$ cat src/rtl/decode_queue.sv
// DEPTH-entry fetch-to-dispatch instruction queue that decodes its head entry.
// Define DECODE_QUEUE_ILLEGAL_EN to enable unknown-opcode flagging on OUT_ILLEGAL.
module decode_queue #(
  parameter int DEPTH       = 4,
  parameter int IMM_SIGNEXT = 1
) (
  input  logic                     CLK,
  input  logic                     RST_N,
  input  logic                     FLUSH,
  input  logic                     MEM_WAIT,
  input  logic                     IN_VALID,
  output logic                     IN_READY,
  input  logic [31:0]              IN_PC,
  input  logic [31:0]              IN_INST,
  output logic                     OUT_VALID,
  input  logic                     OUT_READY,
  output logic [31:0]              OUT_PC,
  output logic [16:0]              OUT_OPCODE,
  output logic [4:0]               OUT_RD,
  output logic [4:0]               OUT_RS1,
  output logic [4:0]               OUT_RS2,
  output logic [31:0]              OUT_IMM,
  output logic                     OUT_ILLEGAL,
  output logic [$clog2(DEPTH):0]   COUNT
);

  localparam int PW = $clog2(DEPTH);
  localparam int CW = PW + 1;

  localparam logic [6:0] OP_R      = 7'b0110011;
  localparam logic [6:0] OP_JALR   = 7'b1100111;
  localparam logic [6:0] OP_LOAD   = 7'b0000011;
  localparam logic [6:0] OP_IMM    = 7'b0010011;
  localparam logic [6:0] OP_FENCE  = 7'b0001111;
  localparam logic [6:0] OP_SYSTEM = 7'b1110011;
  localparam logic [6:0] OP_STORE  = 7'b0100011;
  localparam logic [6:0] OP_BRANCH = 7'b1100011;
  localparam logic [6:0] OP_LUI    = 7'b0110111;
  localparam logic [6:0] OP_AUIPC  = 7'b0010111;
  localparam logic [6:0] OP_JAL    = 7'b1101111;

  logic [31:0]   pc_mem   [DEPTH];
  logic [31:0]   inst_mem [DEPTH];
  logic [PW-1:0] wr_ptr;
  logic [PW-1:0] rd_ptr;
  logic [CW-1:0] count;
  logic          push;
  logic          pop;
  logic          clear;
  logic [31:0]   head_inst;
  logic [6:0]    op;
  logic          sx;

  assign clear     = !RST_N || FLUSH;
  assign IN_READY  = (count != CW'(DEPTH));
  assign OUT_VALID = (count != '0);
  assign push      = IN_VALID && IN_READY;
  assign pop       = OUT_VALID && OUT_READY && !MEM_WAIT;
  assign COUNT     = count;

  always_ff @(posedge CLK) begin
    if (clear) begin
      wr_ptr <= '0;
      rd_ptr <= '0;
      count  <= '0;
    end else begin
      if (push) wr_ptr <= wr_ptr + 1'b1;
      if (pop)  rd_ptr <= rd_ptr + 1'b1;
      case ({push, pop})
        2'b10:   count <= count + 1'b1;
        2'b01:   count <= count - 1'b1;
        default: count <= count;
      endcase
    end
  end

  // Storage needs no reset: an entry is only observable once count covers it.
  always_ff @(posedge CLK) begin
    if (push && !clear) begin
      pc_mem[wr_ptr]   <= IN_PC;
      inst_mem[wr_ptr] <= IN_INST;
    end
  end

  // An empty queue presents a NOP at PC 0 so downstream decode stays benign.
  assign head_inst  = OUT_VALID ? inst_mem[rd_ptr] : 32'h0000_0013;
  assign OUT_PC     = OUT_VALID ? pc_mem[rd_ptr] : 32'h0;
  assign op         = head_inst[6:0];
  assign OUT_OPCODE = {head_inst[6:0], head_inst[14:12], head_inst[31:25]};
  assign OUT_RD     = head_inst[11:7];
  assign OUT_RS1    = head_inst[19:15];
  assign OUT_RS2    = head_inst[24:20];
  assign sx         = (IMM_SIGNEXT != 0) && head_inst[31];

  always_comb begin
    OUT_IMM = 32'hFFFF_FFFF;
    case (op)
      OP_R:
        OUT_IMM = 32'h0;
      OP_JALR, OP_LOAD, OP_IMM, OP_FENCE, OP_SYSTEM:
        OUT_IMM = {{20{sx}}, head_inst[31:20]};
      OP_STORE:
        OUT_IMM = {{20{sx}}, head_inst[31:25], head_inst[11:7]};
      OP_BRANCH:
        OUT_IMM = {{19{sx}}, head_inst[31], head_inst[7], head_inst[30:25],
                   head_inst[11:8], 1'b0};
      OP_LUI, OP_AUIPC:
        OUT_IMM = {head_inst[31:12], 12'h0};
      OP_JAL:
        OUT_IMM = {{11{sx}}, head_inst[31], head_inst[19:12], head_inst[20],
                   head_inst[30:21], 1'b0};
      default:
        OUT_IMM = 32'hFFFF_FFFF;
    endcase
  end

`ifdef DECODE_QUEUE_ILLEGAL_EN
  logic known_op;

  always_comb begin
    known_op = 1'b0;
    case (op)
      OP_R, OP_JALR, OP_LOAD, OP_IMM, OP_FENCE, OP_SYSTEM,
      OP_STORE, OP_BRANCH, OP_LUI, OP_AUIPC, OP_JAL:
        known_op = 1'b1;
      default:
        known_op = 1'b0;
    endcase
  end

  assign OUT_ILLEGAL = OUT_VALID && (!known_op || head_inst == 32'h0 ||
                                     head_inst == 32'hFFFF_FFFF);
`else
  assign OUT_ILLEGAL = 1'b0;
`endif

endmodule

$ cat config.mk
export PLATFORM = sky130hd
export DESIGN_NAME = decode_queue
export DESIGN_NICKNAME = d
export VERILOG_FILES = /design/src/rtl/decode_queue.sv
export SDC_FILE = /design/constraint.sdc
export NUM_CORES = 1
export LEC_CHECK = 0
export BUFFER_PORTS_ARGS = -buffer_cell sky130_fd_sc_hd__buf_2
export CORE_MARGIN = 2
export CORE_UTILIZATION = 60
export DETAILED_ROUTE_END_ITERATION = 10
export PLACE_DENSITY = 0.95
export SYNTH_ARGS = -nofsm -noshare
export SYNTH_HDL_FRONTEND = slang
export SYNTH_SLANG_ARGS = --single-unit
$ cat constraint.sdc
create_clock -name CLK -period 5.9 [get_ports CLK]
set_clock_uncertainty 0.2 [all_clocks]
set_input_delay 1.475 -clock CLK [delete_from_list [all_inputs] [get_ports CLK]]
set_output_delay 1.475 -clock CLK [all_outputs]
set_load 0.1 [all_outputs]
# == After elaboration in Yosys (flattened, before gate mapping) ==
# Memory sizes are Yosys's and may differ from the RTL's. A register that Yosys moved wholly into a read port is not among the register bits.
# Index checks and enable logic that the tools add are counted.
# op_classes
add_sub_neg,4
eq_ne,14
n_reduce_logical,12
muxes,10
# op_table
cell,n
one-hot mux 32 bit (6 select lines),1
2-to-1 mux 32 bit,2
equality test 7 bit (second input constant),4
equality test 7 x 6 -> 1 bit (second input constant),3
equality test 7 x 5 -> 1 bit (second input constant),2
2-to-1 mux 2 bit,4
equality test 7 x 2 -> 1 bit (second input constant),1
equality test 7 x 4 -> 1 bit (second input constant),1
one-hot mux 3 bit (2 select lines),1
OR reduction 5 bit,1
adder 2 x 1 -> 2 bit (second input constant),2
logical AND 1 bit,4
adder 3 x 1 -> 3 bit (second input constant),1
zero test 1 bit,3
!= test 3 bit (second input constant),1
nonzero test 3 bit,1
subtractor 3 x 1 -> 3 bit (second input constant),1
equality test 2 x 1 -> 1 bit (second input constant),1
equality test 2 bit (second input constant),1
2-to-1 mux 1 bit,2
nonzero test 2 bit,1
OR reduction 2 bit,1
logical OR 1 bit,1
# totals
inputBits,70
output_inout_bits,102
elab_cells,45
ramBits,256
memories,2
ff_bits,7
# mem_list
name,depth,word_bits,rd,rd_clocked_by_memory_dff,write_ports,line_no,source
inst_mem,4,32,1,1,1,43,logic [31:0] inst_mem [DEPTH];
pc_mem,4,32,1,1,1,42,logic [31:0] pc_mem [DEPTH];

# == Logic depth before layout (Yosys ltp) ==
# Gate-level depths: netlist of run 1.
# logic_depth
word_depth,6
ltp_mapped,9
ltp_nobuf,9

# == Worst setup path before layout of run 1 ==
# No wires, ideal clock.
# synth_path
kind,register to output
from,"register count[1], in the netlist COUNT[1]"
to,output port OUT_IMM[12]
arrival_time_ns,4.231
path_slack_ns,-0.006
required_ns,4.225
path_stages_with_launch,7
path_buffers,1
path_cell_list,dfxtp_1 > nor3_1 > inv_1 > clkbuf_1 > and2_0 > o21ai_1 > o211ai_1
# synth_between
elab_cells_between_ends,16
cone_classes,11 x eq/ne; 2 x mux; 3 x reduce/logical
# synth_lines
item,line_no,source
start: declaration,46,logic [CW-1:0] count;
start signal: assignment,70,2'b10: count <= count + 1'b1;
start signal: assignment,71,2'b01: count <= count - 1'b1;
start signal: assignment,72,default: count <= count;
nonzero test 3 bit,56,assign OUT_VALID = (count != '0);
2-to-1 mux 32 bit,86,assign head_inst = OUT_VALID ? inst_mem[rd_ptr] : 32'h0000_0013;
net OUT_OPCODE[6],18,"output logic [16:0] OUT_OPCODE,"
one-hot mux 32 bit (6 select lines),97,case (op)
end: declaration,22,"output logic [31:0] OUT_IMM,"
# The timed path passes the listed nets, and every way through them passes these cells.

==> results of run 1 <==
==> cell families after synthesis <==
kind of cell             Yosys count  synth area share
adder cells (fa/ha/maj)            6           0.00765
other                              1          0.000347
XOR/XNOR                           5           0.00406
flip-flops                       265             0.729
multiplexers                      74             0.136
AO/OA/AOI/OAI                     41            0.0245
AND/OR/NAND/NOR                  156            0.0775
buffers and inverters             49            0.0213
==> state kept, by name, summed over array words and instances (netlist names), named ones only <==
name	flops
wr_ptr	2
COUNT	3
rd_ptr	2
pc_mem	128
inst_mem	128
==> final cells by class <==
cell class	count	area [um2]	share of cell area
tap	229	287	0.0219
inverter	18	67.6	0.00516
timing repair buffer	178	1380	0.105
clock buffer	30	644	0.0492
multi-input combinational	283	2710	0.207
antenna	3	7.51	0.000574
sequential	265	7880	0.602
clock inverter	13	119	0.00908
==> power by group <==
| part | switching [mW] | total (mW) | internal, mW |
|---|---|---|---|
| Clock | 0.634 | 1.50 | 0.864 |
| Sequential | 0.00662 | 2.09 | 2.08 |
| Combinational | 0.482 | 0.650 | 0.168 |
| Total | 1.12 | 4.24 | 3.11 |
==> worst paths after layout <==
path | start | endpoint | slack, ns | cells past startpoint
worst min register to register | wr_ptr[1] | wr_ptr[1] | 0.32 | 2
worst max-delay path | flop | OUT_IMM[27] | 0.49 | 8
worst max register to register | COUNT[0] | COUNT[2] | 3.26 | 9
worst min-delay path | wr_ptr[1] | wr_ptr[1] | 0.32 | 2
==> layer usage <==
layer | track usage | up-vias | share of wire
met5 | 0 | - | 0.00059
met4 | 0.0639 | 2 | 0.021
met3 | 0.0447 | 49 | 0.083
met2 | 0.396 | 295 | 0.51
met1 | 0.311 | 2979 | 0.39
li1 | - | 2666 | -
==> placed cells by master (no fill, tap or decap), types with 5 or more instances in the layout <==
master	count
edfxtp_1	256
buf_2	139
mux4_2	57
and2_1	52
nand2_1	43
buf_12	31
clkbuf_16	25
inv_1	17
nand3_1	16
o21ai_0	12
nor2_1	12
or2_2	11
mux2_2	9
o211ai_1	9
mux2i_1	8
buf_4	8
dfxtp_1	7
a21oi_1	7
clkinv_2	7
ha_1	5
clkbuf_1	5
==> critical path, cell delays in order, from the launching register on <==
cell and delay (ns):
dfxtp_4 0.70, mux4_2 0.51, nor4b_2 0.38, a21oi_1 0.14, o211ai_2 0.29, or2_1 0.55
buf_4 0.30, nand3_1 0.14, buf_12 0.21
==> cells in the mapped netlist (3+ instances only) <==
| cell | count | area (um2) |
|---|---|---|
| dfxtp_1 | 9 | 180 |
| buf_6 | 3 | 33.8 |
| mux2_2 | 9 | 101 |
| xor2_1 | 3 | 26.3 |
| buf_2 | 10 | 50.1 |
| edfxtp_1 | 256 | 7690 |
| or2_2 | 11 | 68.8 |
| buf_4 | 3 | 22.5 |
| and2_1 | 55 | 344 |
| a21oi_1 | 7 | 35.0 |
| buf_1 | 4 | 15.0 |
| o211ai_1 | 9 | 67.6 |
| a22oi_1 | 4 | 30.0 |
| nor2_1 | 12 | 45.0 |
| mux4_2 | 57 | 1280 |
| o21ai_0 | 12 | 60.1 |
| nand2_1 | 43 | 161 |
| nor2b_1 | 4 | 25.0 |
| mux2i_1 | 8 | 80.1 |
| clkbuf_1 | 11 | 41.3 |
| ha_1 | 5 | 62.6 |
| inv_1 | 18 | 67.6 |
| nand3_1 | 16 | 80.1 |
| nor3_1 | 3 | 15.0 |
==> flow_metrics.env, run 1 <==
export IMPL_worstSetupPathType="flop to output pin"
export IMPL_synth_main_ff_cell="edfxtp_1"
export IMPL_worstSetupEndpointType="output pin"
export IMPL_stdcell_count=1019
export IMPL_place_ws_ns=1.05
export IMPL_grt_usage=0.232
export IMPL_powerDensity_nw_per_um2=324
export IMPL_hold_path_class="flop to flop"
export IMPL_dp_cells=973
export IMPL_yosys_cell_types_count=45
export IMPL_fin_crit_ns=5.41
export IMPL_grt_pass1_wl_um=34400
export IMPL_final_util=0.736
export IMPL_p_leak_nw=4.67
export IMPL_vdd_ir_drop_worst_uv=293
export IMPL_ios=172
export IMPL_ys_ff_latch=265
export IMPL_synth_seq_area_share=0.729
export IMPL_synthArstFlopShare=0
export IMPL_slew_viol_final=0
export IMPL_cp_max_fo=37
export IMPL_htree_levels=1
export IMPL_die_w_um=138
export IMPL_setup_tns_ns=0
export IMPL_io_buffers=170
export IMPL_hold_buffers=0
export IMPL_area_growth_synth_to_final_pct=21.2
export IMPL_antenna_found_initial=3
export IMPL_post_cts_buffers=0
export IMPL_setup_viol=0
export IMPL_clk_pin_slew_worst_paths_ns=0.06
export IMPL_grt_pass1_vias=6110
export IMPL_drtAntennaViolNets=0
export IMPL_cts_resized=0
export IMPL_cts_buffers=25
export IMPL_start_util=0.607
export IMPL_insertion_delay_ns=0.51
export IMPL_status="complete, no violations"
export IMPL_worstSetupStartpointType="flop"
export IMPL_cts_tree="yes"
export IMPL_arrival_ns=3.74
export IMPL_worst_pin_slew_ns=0.989
export IMPL_dpl_cell_area_um2=12300
export IMPL_syn_mean_instance_area_um2=18.1
export IMPL_wl_um=22000
export IMPL_timing_final_crit_share=0.917
export IMPL_maxCapViolCount=0
export IMPL_cts_root_buf="clkbuf_16"
export IMPL_synth_nets=673
export IMPL_fin_hold_ws_ns=0.324
export IMPL_overflow=0
export IMPL_grt_setup_unrepaired="no"
export IMPL_numClockSinks=265
export IMPL_nets=847
export IMPL_synth_edf_count=256
export IMPL_fp_dieH_um=138
export IMPL_first_pass_iters=4
export IMPL_wl_per_cell_um=21.6
export IMPL_finalPower_mw=4.24
export IMPL_drc_errors=0
export IMPL_worst_slack_ns=0.489
export IMPL_ctsLongestPathBuffers=3
export IMPL_num_rows=49
export IMPL_fill_cells=1053
export IMPL_fin_area_um2=13100
export IMPL_relSlewSlack=0.341
export IMPL_worstPathRequired_ns=4.22
export IMPL_syn_instance_count=597
export IMPL_dp_hpwl_um=13900
export IMPL_clock_fmax_mhz=185
export IMPL_grt_max_degree=65
export IMPL_drt_iter0_drc=449
export IMPL_vias=5991
export IMPL_gp_congestion=0.981
export IMPL_ys_warnings_count=0
export IMPL_syn_area_um2=10800
export IMPL_viasPerCell=5.88
export IMPL_coreArea_um2=17800
export IMPL_finalHoldViolations=0
export IMPL_dieArea_um2=19100
export IMPL_drive_gt1_frac=0.384
(Power assumes the default switching activity.)
==> inputs of run 2 (changes only) <==
--- a/config.mk
+++ b/config.mk
@@ -7,4 +7,5 @@
 export LEC_CHECK = 0
 export BUFFER_PORTS_ARGS = -buffer_cell sky130_fd_sc_hd__buf_2
+export CAP_MARGIN = 25
 export CORE_MARGIN = 2
 export CORE_UTILIZATION = 60
==> constraint.sdc (replaced) <==
create_clock -name CLK -period 5.9 [get_ports CLK]
set_clock_uncertainty 0.2 [all_clocks]
set_input_delay 1.77 -clock CLK [delete_from_list [all_inputs] [get_ports CLK]]
set_output_delay 1.77 -clock CLK [all_outputs]
set_load 0.1 [all_outputs]
==> flow_metrics.env, run 2 (synthesized netlist as in run 1, its figures left out) <==
export IMPL_worstSetupPathType="flop to output pin"
export IMPL_max_stage_delay_ns=0.66
export IMPL_cp_max_fo=14
export IMPL_multi_input_area_um2=2710
export IMPL_slew_viol_final=0
export IMPL_fill_cells=1087
export IMPL_antenna_found_initial=6
export IMPL_top_layer_used="met5"
export IMPL_fin_crit_ns=5.61
export IMPL_powerDensity_nw_per_um2=327
export IMPL_drt_iter0_drc=371
export IMPL_critPathSlowestCell="mux4_2"
export IMPL_final_cell_mix="edfxtp_1, buf_2, mux4_2"
export IMPL_cts_resized=0
export IMPL_hold_path_class="flop to flop"
export IMPL_post_cts_buffers=0
export IMPL_setup_viol=0
export IMPL_grt_max_degree=65
export IMPL_worst_pin_slew_ns=0.978
export IMPL_seq_area_um2=7880
export IMPL_grt_setup_unrepaired="no"
export IMPL_dieArea_um2=19100
export IMPL_nets=845
export IMPL_ctsLongestPathBuffers=3
export IMPL_vdd_ir_drop_worst_uv=337
export IMPL_status="complete, no violations"
export IMPL_cts_buffers=25
export IMPL_insertion_delay_ns=0.50
export IMPL_grt_usage=0.225
export IMPL_numClockSinks=265
export IMPL_clk_pin_slew_worst_paths_ns=0.06
export IMPL_wl_met1_um=8510
export IMPL_fin_hold_ws_ns=0.315
export IMPL_start_util=0.607
export IMPL_vias=5877
export IMPL_worstSetupStartpointType="flop"
export IMPL_worstPathCellList="mux4_2, or4b_4, nor2_1, a31oi_1, o211ai_1, buf_12"
export IMPL_timing_final_crit_share=0.952
export IMPL_coreArea_um2=17800
export IMPL_area_growth_synth_to_final_pct=17.9
export IMPL_ios=172
export IMPL_reg2reg_setup_slack_ns=3.10
export IMPL_worstPathRequired_ns=3.93
export IMPL_wl_met2_um=10800
export IMPL_htree_levels=1
export IMPL_num_rows=49
export IMPL_cts_tree="yes"
export IMPL_worstSetupEndpointType="output pin"
export IMPL_fp_dieH_um=138
export IMPL_final_common_cell="edfxtp_1"
export IMPL_first_pass_iters=5
export IMPL_arrival_ns=3.64
export IMPL_grt_pass1_vias=6009
export IMPL_p_leak_nw=4.57
export IMPL_drtAntennaViolNets=0
export IMPL_hold_buffers=0
export IMPL_maxCapViolCount=0
export IMPL_dp_hpwl_um=13300
export IMPL_drive_gt1_frac=0.379
export IMPL_cts_root_buf="clkbuf_16"
export IMPL_relSlewSlack=0.348
export IMPL_finalHoldViolations=0
export IMPL_overflow=0
export IMPL_clock_fmax_mhz=178
export IMPL_drc_errors=0
export IMPL_gp_congestion=0.898
export IMPL_wl_met3_um=1780
export IMPL_grt_pass1_wl_um=33300
export IMPL_viasPerCell=5.77
export IMPL_io_buffers=170
export IMPL_wl_per_cell_um=21.0
export IMPL_die_w_um=138
export IMPL_setup_tns_ns=0
export IMPL_wl_um=21400
## run 2: cell count changes in the layout (fill, tap and decap cells not counted), moves of 2 or more
cell / change
buf_12: -23
buf_2: +23
buf_4: -2
clkbuf_1: +3
clkinv_1: +2
clkinv_2: -5
dfxtp_1: -3
dfxtp_2: +3
## run 2: path summary, 6_finish.rpt
check	start	cells after the start	end
worst max-delay path	flop	6	OUT_IMM[17]
worst min-delay path	COUNT[1]	2	COUNT[1]
worst max register to register	COUNT[2]	9	COUNT[2]
worst min register to register	COUNT[1]	2	COUNT[1]
## run 2: stage by stage
stage | utilization | std cells | worst slack [ns] | instance area [um2] | total power, mW
2_1_floorplan | - | 597 | 0.235 | 10800 | 2.58
3_3_place_gp | 0.672 | 971 | 0.893 | 12000 | 2.70
3_5_place_dp | 0.672 | 971 | 0.797 | 12000 | 2.71
4_1_cts | 0.715 | 1015 | 0.250 | 12700 | 4.19
5_1_grt | 0.715 | 1016 | 0.100 | 12700 | 4.27
6_report | 0.716 | 1019 | 0.286 | 12700 | 4.16
## run 2: area by class of cell
class                      instances  share of cell area
antenna                            4            0.000787
clock buffer                      33              0.0515
clock inverter                    11             0.00826
inverter                          18             0.00531
multi-input combinational        283               0.213
sequential                       265               0.619
tap                              229              0.0225
timing repair buffer             176              0.0798
## run 2: power by group
group	internal, mW	switching (mW)	leakage, nW	total [mW]
Combinational	0.112	0.470	1.81	0.582
Sequential	2.08	0.00632	2.39	2.09
Clock	0.866	0.627	0.366	1.49
## run 2: routing by layer
layer	track usage	up-vias
li1	-	2672
met1	0.302	2917
met2	0.381	258
met3	0.0565	28
met4	0.0505	2
met5	0	-
## run 2: critical path, delay by kind of cell (launching register included)
family          cells  cell delay [ns]
flops               1             0.52
mux                 1             0.66
buf+inv             1             0.22
simple gates        2             1.10
compound gates      2             0.64
==> inputs of run 3 (changes only) <==
ABC_AREA = 1   (was not set)
TNS_END_PERCENT = 100   (was not set)
clock period = 6.71 ns   (was 5.9 ns; I/O delays follow)
==> flow_metrics.env, run 3 <==
export IMPL_viasPerCell=5.92
export IMPL_grt_setup_unrepaired="no"
export IMPL_hold_buffers=0
export IMPL_ctsLongestPathBuffers=3
export IMPL_synthArstFlopShare=0
export IMPL_setup_viol=0
export IMPL_maxCapViolCount=0
export IMPL_synth_nets=1092
export IMPL_num_rows=50
export IMPL_vdd_ir_drop_worst_uv=332
export IMPL_synth_main_ff_cell="edfxtp_1"
export IMPL_drive_gt1_frac=0.210
export IMPL_numClockSinks=265
export IMPL_dieArea_um2=19900
export IMPL_worstSetupStartpointType="flop"
export IMPL_nets=1237
export IMPL_syn_mean_instance_area_um2=11.1
export IMPL_die_w_um=141
export IMPL_grt_pass1_wl_um=40600
export IMPL_worstSetupPathType="flop to output pin"
export IMPL_clock_fmax_mhz=169
export IMPL_timing_final_crit_share=0.882
export IMPL_combPwrFrac=0.246
export IMPL_cts_tree="yes"
export IMPL_first_pass_iters=7
export IMPL_fin_area_um2=13600
export IMPL_insertion_delay_ns=0.52
export IMPL_dpl_cell_area_um2=12700
export IMPL_yosysTopAreaCell="edfxtp_1"
export IMPL_yosys_top_cells_area="edfxtp_1, nor2_1, o21ai_0, a21oi_1, nand3_1"
export IMPL_swShare=0.321
export IMPL_status="complete, no violations"
export IMPL_gp_congestion=0.905
export IMPL_drtAntennaViolNets=0
export IMPL_syn_area_um2=11300
export IMPL_htree_levels=1
export IMPL_ios=172
export IMPL_min_path_cells=2
export IMPL_final_common_cell="edfxtp_1"
export IMPL_worst_pin_slew_ns=0.993
export IMPL_drc_errors=0
export IMPL_wl_um=26500
export IMPL_relSlewSlack=0.338
export IMPL_wl_per_cell_um=18.7
export IMPL_start_util=0.606
export IMPL_syn_instance_count=1016
export IMPL_worstPathRequired_ns=4.50
export IMPL_ys_warnings_count=0
export IMPL_synth_most_common_cell="edfxtp_1"
export IMPL_synthTopCellsByCount="edfxtp_1, nor2_1, o21ai_0"
export IMPL_antenna_found_initial=3
export IMPL_coreArea_um2=18600
export IMPL_finalPower_mw=4.35
export IMPL_p_leak_nw=5.28
export IMPL_setup_tns_ns=0
export IMPL_ys_ff_latch=265
export IMPL_fp_dieH_um=141
export IMPL_synth_edf_count=256
export IMPL_fin_crit_ns=5.92
export IMPL_hold_path_class="flop to flop"
export IMPL_synth_seq_area_share=0.698
export IMPL_dp_hpwl_um=15500
export IMPL_grt_usage=0.259
export IMPL_p_int_mw=2.95
export IMPL_slew_viol_final=0
export IMPL_final_cell_mix="edfxtp_1, nor2_1, buf_2"
export IMPL_synth_top_area_frac=0.682
export IMPL_worstSetupEndpointType="output pin"
export IMPL_grt_pass1_vias=7990
export IMPL_cts_buffers=26
export IMPL_yosys_cell_types_count=26
export IMPL_overflow=0
export IMPL_finalHoldViolations=0
export IMPL_area_growth_synth_to_final_pct=20.3
export IMPL_cts_root_buf="clkbuf_16"
export IMPL_io_buffers=170
export IMPL_arrival_ns=3.70
export IMPL_cp_max_fo=71
export IMPL_powerDensity_nw_per_um2=321
export IMPL_drt_iter0_drc=778
export IMPL_vias=8380
export IMPL_clk_pin_slew_worst_paths_ns=0.06
export IMPL_fin_hold_ws_ns=0.274
export IMPL_grt_max_degree=72
export IMPL_clkPwrFrac=0.331
export IMPL_cts_resized=0
export IMPL_power_frac_seq=0.423
export IMPL_p_switching_mw=1.39
export IMPL_r2r_cells=5
export IMPL_post_cts_buffers=0
run 3: power by group through the flow:
stage	registers (mW)	logic, mW	clock network, mW
finish	1.84	1.07	1.44
global route	1.84	1.10	1.51
CTS	1.84	1.07	1.45
detailed placement	1.87	1.07	0
global placement	1.87	1.06	0
floorplan	1.88	0.729	0
run 3: logic make-up (layout without fill, tap and decap cells):
logic type,Yosys count,after routing,share of synthesized area
other,1,2,0.000333
buffers and inverters,100,265,0.0410
AO/OA/AOI/OAI,214,214,0.0954
flip-flops,265,265,0.698
AND/OR/NAND/NOR,430,430,0.158
adder cells (fa/ha/maj),6,6,0.00733
run 3: final timing paths:
check | from | to | slack [ns]
max | flop | OUT_IMM[20] | 0.79
min | rd_ptr[1] | flop | 0.27
max reg2reg | COUNT[0] | pc_mem[1][18] | 3.97
min reg2reg | rd_ptr[1] | flop | 0.27
run 3: stage by stage:
stage,instances,util,worst slack [ns]
6_report,1416,0.730,0.793
5_1_grt,1415,0.730,0.513
4_1_cts,1415,0.730,0.836
3_5_place_dp,1367,0.683,1.46
3_3_place_gp,1367,0.683,1.55
2_1_floorplan,1016,-,-0.448
run 3: routing by layer:
metal  up-vias  share of wire  track usage
li1       3835              -            -
met1      3968           0.38        0.335
met2       500           0.50        0.434
met3        75          0.098       0.0605
met4         2          0.028       0.0942
met5         -        0.00049            0
run 3: critical path, cell delays in order, from the launching register on:
cell	delay (ns)
dfxtp_4	0.37
clkinv_2	0.63
nand2_1	0.31
nand3_1	0.13
nand2_1	0.17
nand3_1	0.18
nor2_4	0.35
nand3_1	0.42
nand3_1	0.22
a21oi_1	0.06
nand2_1	0.13
buf_12	0.19
run 3: area by class of cell:
type / instances / area (um2)
well taps: 234 / 293
multi-input cells: 651 / 2980
clock buffers: 29 / 683
diodes: 1 / 2.50
inverters: 35 / 133
repair buffers: 182 / 1420
clock inverters: 19 / 176
flip-flops and latches: 265 / 7870
fillers: 1149 / 5020
